<file path="config.mk">
export PLATFORM = sky130hd
export DESIGN_NAME = tt_um_out_stream
export DESIGN_NICKNAME = d
export VERILOG_FILES = /design/src/rtl/tt_um_out_stream.sv
export SDC_FILE = /design/constraint.sdc
export NUM_CORES = 1
export LEC_CHECK = 0
export BUFFER_PORTS_ARGS = -buffer_cell sky130_fd_sc_hd__buf_2
export CAP_MARGIN = 20
export CORE_MARGIN = 4
export CORE_UTILIZATION = 45
export CTS_BUF_LIST = sky130_fd_sc_hd__clkbuf_4 sky130_fd_sc_hd__clkbuf_8
export CTS_CLUSTER_DIAMETER = 50
export DETAILED_ROUTE_END_ITERATION = 16
export PLACE_DENSITY_LB_ADDON = 0.2
export SYNTH_ARGS = -nofsm -noshare
export SYNTH_HDL_FRONTEND = slang
export SYNTH_SLANG_ARGS = --single-unit
</file>
<file path="constraint.sdc">
create_clock -name clk -period 1.95 [get_ports clk]
set_clock_uncertainty 0.05 [all_clocks]
set_input_delay 0 -clock clk [delete_from_list [all_inputs] [get_ports clk]]
set_output_delay 0 -clock clk [all_outputs]
set_load 0.1 [all_outputs]
</file>
<file path="src/rtl/tt_um_out_stream.sv">
// Byte-serial result streamer: captures a vector of result words on a start
// pulse and shifts them out LSB-first over a valid/ready byte port.
// Optional header byte {4'hB, len} ahead of the data: define OUT_STREAM_HDR_EN.
module tt_um_out_stream #(
    parameter int MAX_OUT_LEN = 8,
    parameter int OUT_WIDTH   = 16
) (
    input  logic                               clk,
    input  logic                               rst_n,
    input  logic                               ena,
    input  logic [$clog2(MAX_OUT_LEN)-1:0]     ui_len,
    input  logic [OUT_WIDTH*MAX_OUT_LEN-1:0]   ui_results,
    input  logic                               ui_ready,
    output logic [7:0]                         uo_data,
    output logic                               uo_valid,
    output logic                               uo_busy,
    output logic                               uo_done
);

    localparam int LEN_W = $clog2(MAX_OUT_LEN);
    localparam int BPW   = OUT_WIDTH / 8;
    localparam int BI_W  = (BPW > 1) ? $clog2(BPW) : 1;
    localparam int VEC_W = OUT_WIDTH * MAX_OUT_LEN;
    localparam logic [BI_W-1:0] LAST_BYTE = BI_W'(BPW - 1);

    typedef enum logic [1:0] {
        IDLE   = 2'd0,
        STREAM = 2'd1,
        DONE   = 2'd2
    } state_t;

    state_t            state;
    logic [VEC_W-1:0]  cap;
    logic [LEN_W-1:0]  len_q;
    logic [LEN_W-1:0]  word_idx;
    logic [BI_W-1:0]   byte_idx;
`ifdef OUT_STREAM_HDR_EN
    logic              hdr_pend;
`endif

    // cap[7:0] always mirrors the data byte on uo_data; each data transfer shifts it down
    always_ff @(posedge clk or negedge rst_n) begin
        if (!rst_n) begin
            state    <= IDLE;
            cap      <= '0;
            len_q    <= '0;
            word_idx <= '0;
            byte_idx <= '0;
            uo_data  <= '0;
            uo_valid <= 1'b0;
            uo_busy  <= 1'b0;
            uo_done  <= 1'b0;
`ifdef OUT_STREAM_HDR_EN
            hdr_pend <= 1'b0;
`endif
        end else begin
            uo_done <= 1'b0;
            case (state)
                IDLE: begin
                    if (ena) begin
                        cap      <= ui_results;
                        len_q    <= ui_len;
                        word_idx <= '0;
                        byte_idx <= '0;
                        uo_valid <= 1'b1;
                        uo_busy  <= 1'b1;
                        state    <= STREAM;
`ifdef OUT_STREAM_HDR_EN
                        uo_data  <= {4'hB, 4'(ui_len)};
                        hdr_pend <= 1'b1;
`else
                        uo_data  <= ui_results[7:0];
`endif
                    end
                end
                STREAM: begin
                    if (uo_valid && ui_ready) begin
`ifdef OUT_STREAM_HDR_EN
                        if (hdr_pend) begin
                            hdr_pend <= 1'b0;
                            uo_data  <= cap[7:0];
                        end else
`endif
                        if (word_idx == len_q && byte_idx == LAST_BYTE) begin
                            uo_valid <= 1'b0;
                            uo_busy  <= 1'b0;
                            uo_done  <= 1'b1;
                            state    <= DONE;
                        end else begin
                            cap     <= cap >> 8;
                            uo_data <= cap[15:8];
                            if (byte_idx == LAST_BYTE) begin
                                byte_idx <= '0;
                                word_idx <= word_idx + LEN_W'(1);
                            end else begin
                                byte_idx <= byte_idx + BI_W'(1);
                            end
                        end
                    end
                end
                DONE: begin
                    state <= IDLE;
                end
                default: begin
                    state    <= IDLE;
                    uo_valid <= 1'b0;
                    uo_busy  <= 1'b0;
                end
            endcase
        end
    end

endmodule
</file>
==> impl.org <==
** Logic synthesis
- Sequential area share after synthesis :: 48.4%
- Synthesis instantiated 33 different standard cells from the library.
- Cell area after synthesis :: ~7200 sq um
- Counting every net in the synthesized netlist gives 602.
- Yosys warning count :: 0
- Cell taking the most area after synthesis :: sky130_fd_sc_hd__dfrtp_1
- The top cell type by area accounts for 48.4% of the synthesized area.
- Synthesized flop and latch total :: 139
- Top cells by area in the synthesized netlist :: sky130_fd_sc_hd__dfrtp_1 (48%), sky130_fd_sc_hd__mux2_2 (22%), sky130_fd_sc_hd__mux2_4 (21%)
- Post-synthesis cell count :: 466
- The average instance in the mapped netlist occupies 15.4 sq um.

** Final layout
- Storage cell area :: around 3500 sq um
- The finished layout holds roughly 970 standard cells, fillers aside.
- Of the cells placed in the final design, the portion with a size suffix greater than 1 is 58.9%.
- The library cell used most frequently in the layout, excluding fill and tap cells, is sky130_fd_sc_hd__buf_2.
- Area growth from synthesis to layout :: 38.5%
- Fillers :: between 1k and 1.5k
- Commonest cells after routing, fill and taps aside :: sky130_fd_sc_hd__buf_2 (144), sky130_fd_sc_hd__mux2_2 (142), sky130_fd_sc_hd__dfrtp_1 (137), sky130_fd_sc_hd__dlygate4sd3_1 (134), sky130_fd_sc_hd__mux2_4 (99)
- Post-layout nets :: between 800 and 900
- Area of the multi-input gates :: 3430 sq um
- 0 antenna diodes ended up in the layout.
- With fillers left out, the area of the finished cells amounts to 9960 sq um.

** Clock network
- Number of clock sinks :: 139
- CTS root buffer :: sky130_fd_sc_hd__clkbuf_8
- H-Tree Level Count :: 4
- Clock-pin slew on the worst setup and hold paths :: about 0.080 ns
- TritonCTS built the clock tree.
- Num CTS Buffers :: 17
- Max clock buf depth :: 2
- The clock reaches the later pin of the worst-skew pair after 0.44 ns.

** Die
- The die covers approximately 18,000 sq um.
- Boundary Pins :: 146
- After floorplanning, the core was divided into 45 placement rows.
- Initial cell density of the core :: 46.6%
- Overall die height :: 134 um
- Core Footprint :: 15,400 sq um
- Die W :: 134 um

** STA
- Worst setup margin :: 0.0904 ns
- The final critical path takes up 95.4% of the cycle.
- Final critical delay including setup and external delays :: 1.86 ns
- Worst slack on hold paths :: 0.0552 ns
- Max_slew headroom :: 62.3%
- Setup violations remaining at the end of the flow were counted as 0.
- Unrepaired setup endpoints after global routing :: yes
- Final Hold Violating Endpoints :: 0
- The number of max-slew violations in the final report came to 0.
- Highest Clock Rate :: 538 MHz
- Transition time at the pin with the least slew margin :: between 0.5 and 0.6 ns

** Place
- The count of buffers added on input and output ports is 145.
- Post-Place Cells :: approximately 800
- After detailed placement, the total cell area comes to 8190 sq um.
- GPL Wtd Cong :: 0.840
- Worst Setup Slack post-DPL :: 0.0575 ns
- Detailed placement ended at an HPWL of 10,500 um.

** Pwr
- Leakage :: 4.83 nW
- Power spread over the standard cell area amounts to 1760 nW/um^2.
- Max rail drop VDD :: 999 uV
- Portion of total power attributed to combinational logic :: 56.7%
- Sequential cells burn 29.3% of the power.
- Switch Pwr :: 5.87 mW
- The clock network burns 14.0% of the power.
- Overall power after layout :: 17.5 mW
- In this run switching power makes up 33.5% of total power.
- Cell internal power was estimated by the tool at 11.6 mW.

** Critical path
- The slowest stage of the critical path is the sky130_fd_sc_hd__dfrtp_4 cell.
- Classification of the worst setup path :: reg2reg
- Worst EP arrival :: 2.14 ns
- Endpoint required time on the critical path :: 2.23 ns
- STA classifies the critical path endpoint as a flip-flop.
- Critical-path cell list :: nand3_1 > a21oi_2 > o21a_4 > buf_12 > mux2_2
- Max Fanout on Critical Path :: 42
- Highest cell delay on the worst timing path :: 0.44 ns
- STA classifies the critical path startpoint as a flip-flop.

** Route
- After detailed routing, the number of remaining DRC violations is 0.
- The first detailed-routing pass ran for 4 iterations.
- For this block, the initial DRC count from the detailed router was roughly 130.
- Post-DR wirelength/cell :: 16.8 um
- Detailed Route WL :: 16,200 um
- Ratio of routed vias to standard cells :: between 4 and 5
- Total number of vias :: ~4.6k
- The detail route stage leaves a number of antenna-violating nets equal to 0.

** Global routing
- Wire length of the first global-routing pass :: 26,900 um
- Via count of the first global-routing pass :: slightly above 5k
- For this run the aggregate overflow at the end of global routing stands at 0.
- Entering global routing, the biggest net connects 59 pins.
- Antenna violations before repair :: 0
- Across every metal layer, demand over resource in global routing totals 18.7%.

** Run
- The tool flagged a number of max-cap violations equal to 0.

** Run status
- The run finished with clean final reports.

** Hold path
- Type of the worst min-delay path :: in2async
==> worst paths after layout <==
check	depth (start not counted)	from	slack, ns	endpoint
min	2	rst_n	0.06	cap[123]
max in group asynchronous	3	rst_n	1.11	cap[8]
max	5	uo_busy	0.09	cap[80]
min reg2reg	1	cap[78]	0.46	cap[78]
min in group clk	3	ui_results[123]	0.26	cap[123]
max reg2reg	5	uo_busy	0.09	cap[80]
==> synth_stat cells <==
cell type / count
sky130_fd_sc_hd__and3_1: 1
sky130_fd_sc_hd__nand2b_1: 1
sky130_fd_sc_hd__a22o_1: 8
sky130_fd_sc_hd__mux2_4: 99
sky130_fd_sc_hd__nand4b_1: 1
sky130_fd_sc_hd__o211ai_1: 3
sky130_fd_sc_hd__nor2b_1: 1
sky130_fd_sc_hd__o21a_1: 1
sky130_fd_sc_hd__buf_2: 16
sky130_fd_sc_hd__a21o_1: 1
sky130_fd_sc_hd__nor2_1: 4
sky130_fd_sc_hd__mux2_2: 142
sky130_fd_sc_hd__a31o_2: 1
sky130_fd_sc_hd__nor3_1: 1
sky130_fd_sc_hd__o21ai_1: 1
sky130_fd_sc_hd__nand4_2: 1
sky130_fd_sc_hd__o21ai_0: 1
sky130_fd_sc_hd__xnor2_2: 2
sky130_fd_sc_hd__clkbuf_1: 1
sky130_fd_sc_hd__dfrtp_1: 139
sky130_fd_sc_hd__ha_1: 1
sky130_fd_sc_hd__nand2_1: 1
sky130_fd_sc_hd__o221a_2: 1
sky130_fd_sc_hd__buf_6: 11
sky130_fd_sc_hd__a21oi_2: 1
sky130_fd_sc_hd__o21bai_1: 1
sky130_fd_sc_hd__xnor2_1: 1
sky130_fd_sc_hd__buf_4: 9
sky130_fd_sc_hd__a21oi_1: 3
sky130_fd_sc_hd__mux2i_1: 2
sky130_fd_sc_hd__o2bb2ai_1: 1
sky130_fd_sc_hd__nand3_1: 2
sky130_fd_sc_hd__inv_1: 7
==> flip-flops by register name, summed over array words and instances, names as in the netlist <==
name,cells
cap,121
uo_data,7
len_q,3
word_idx,3
state,2
byte_idx,1
uo_busy,1
uo_done,1
==> critical path, delay by kind of cell (launching register included) <==
family	cells	cell delay [ns]
flops	1	0.44
compound gates	2	0.43
mux	1	0.38
buf+inv	1	0.29
simple gates	1	0.14
==> final cells by class <==
class / count / area share (%)
clock inverter: 12 / 1.47
tap: 211 / 2.65
timing repair buffer: 295 / 23.5
inverter: 7 / 0.264
clock buffer: 20 / 2.70
sequential: 139 / 35.0
multi-input combinational: 283 / 34.5
==> kinds of logic (layout without fill, tap and decap cells) <==
group,count (synthesis),after routing,share of synthesized area [%]
AO/OA/AOI/OAI,23,23,2.47
XOR/XNOR,3,3,0.574
adder cells (fa/ha/maj),1,1,0.174
buffers and inverters,44,334,4.19
flip-flops,139,139,48.4
multiplexers,243,243,43.2
AND/OR/NAND/NOR,13,13,1.03
==> what timing repair did <==
item / 4_1_cts / 5_1_grt
endpoints found under the hold margin: 277 / 0
hold buffers: 134 / 0
setup endpoints to repair: 0 / 57
setup buffers: 0 / 0
resized for setup: 0 / 3
==> layer usage <==
layer	routed length (um)	track usage (%)	share of wire, %
met1	7650	25.7	47
met2	7760	29.6	48
met3	616	4.84	3.8
met4	175	5.15	1.1
met5	0	0	0
==> stage by stage <==
step / util (%) / TNS, ns
global placement: 53.1 / 0
finish: 64.6 / 0
global route: 64.6 / -0.0592
floorplan: - / 0
CTS: 64.5 / 0
detailed placement: 53.1 / 0
==> power groups by stage <==
stage	combinational (mW)	clock [mW]	sequential (mW)
floorplan	8.33	0	4.94
global placement	9.53	0	5.11
detailed placement	9.70	0	5.15
CTS	9.97	2.54	5.13
global route	10.6	2.66	5.30
finish	9.93	2.46	5.13
Power figures use the tool's default switching activity.
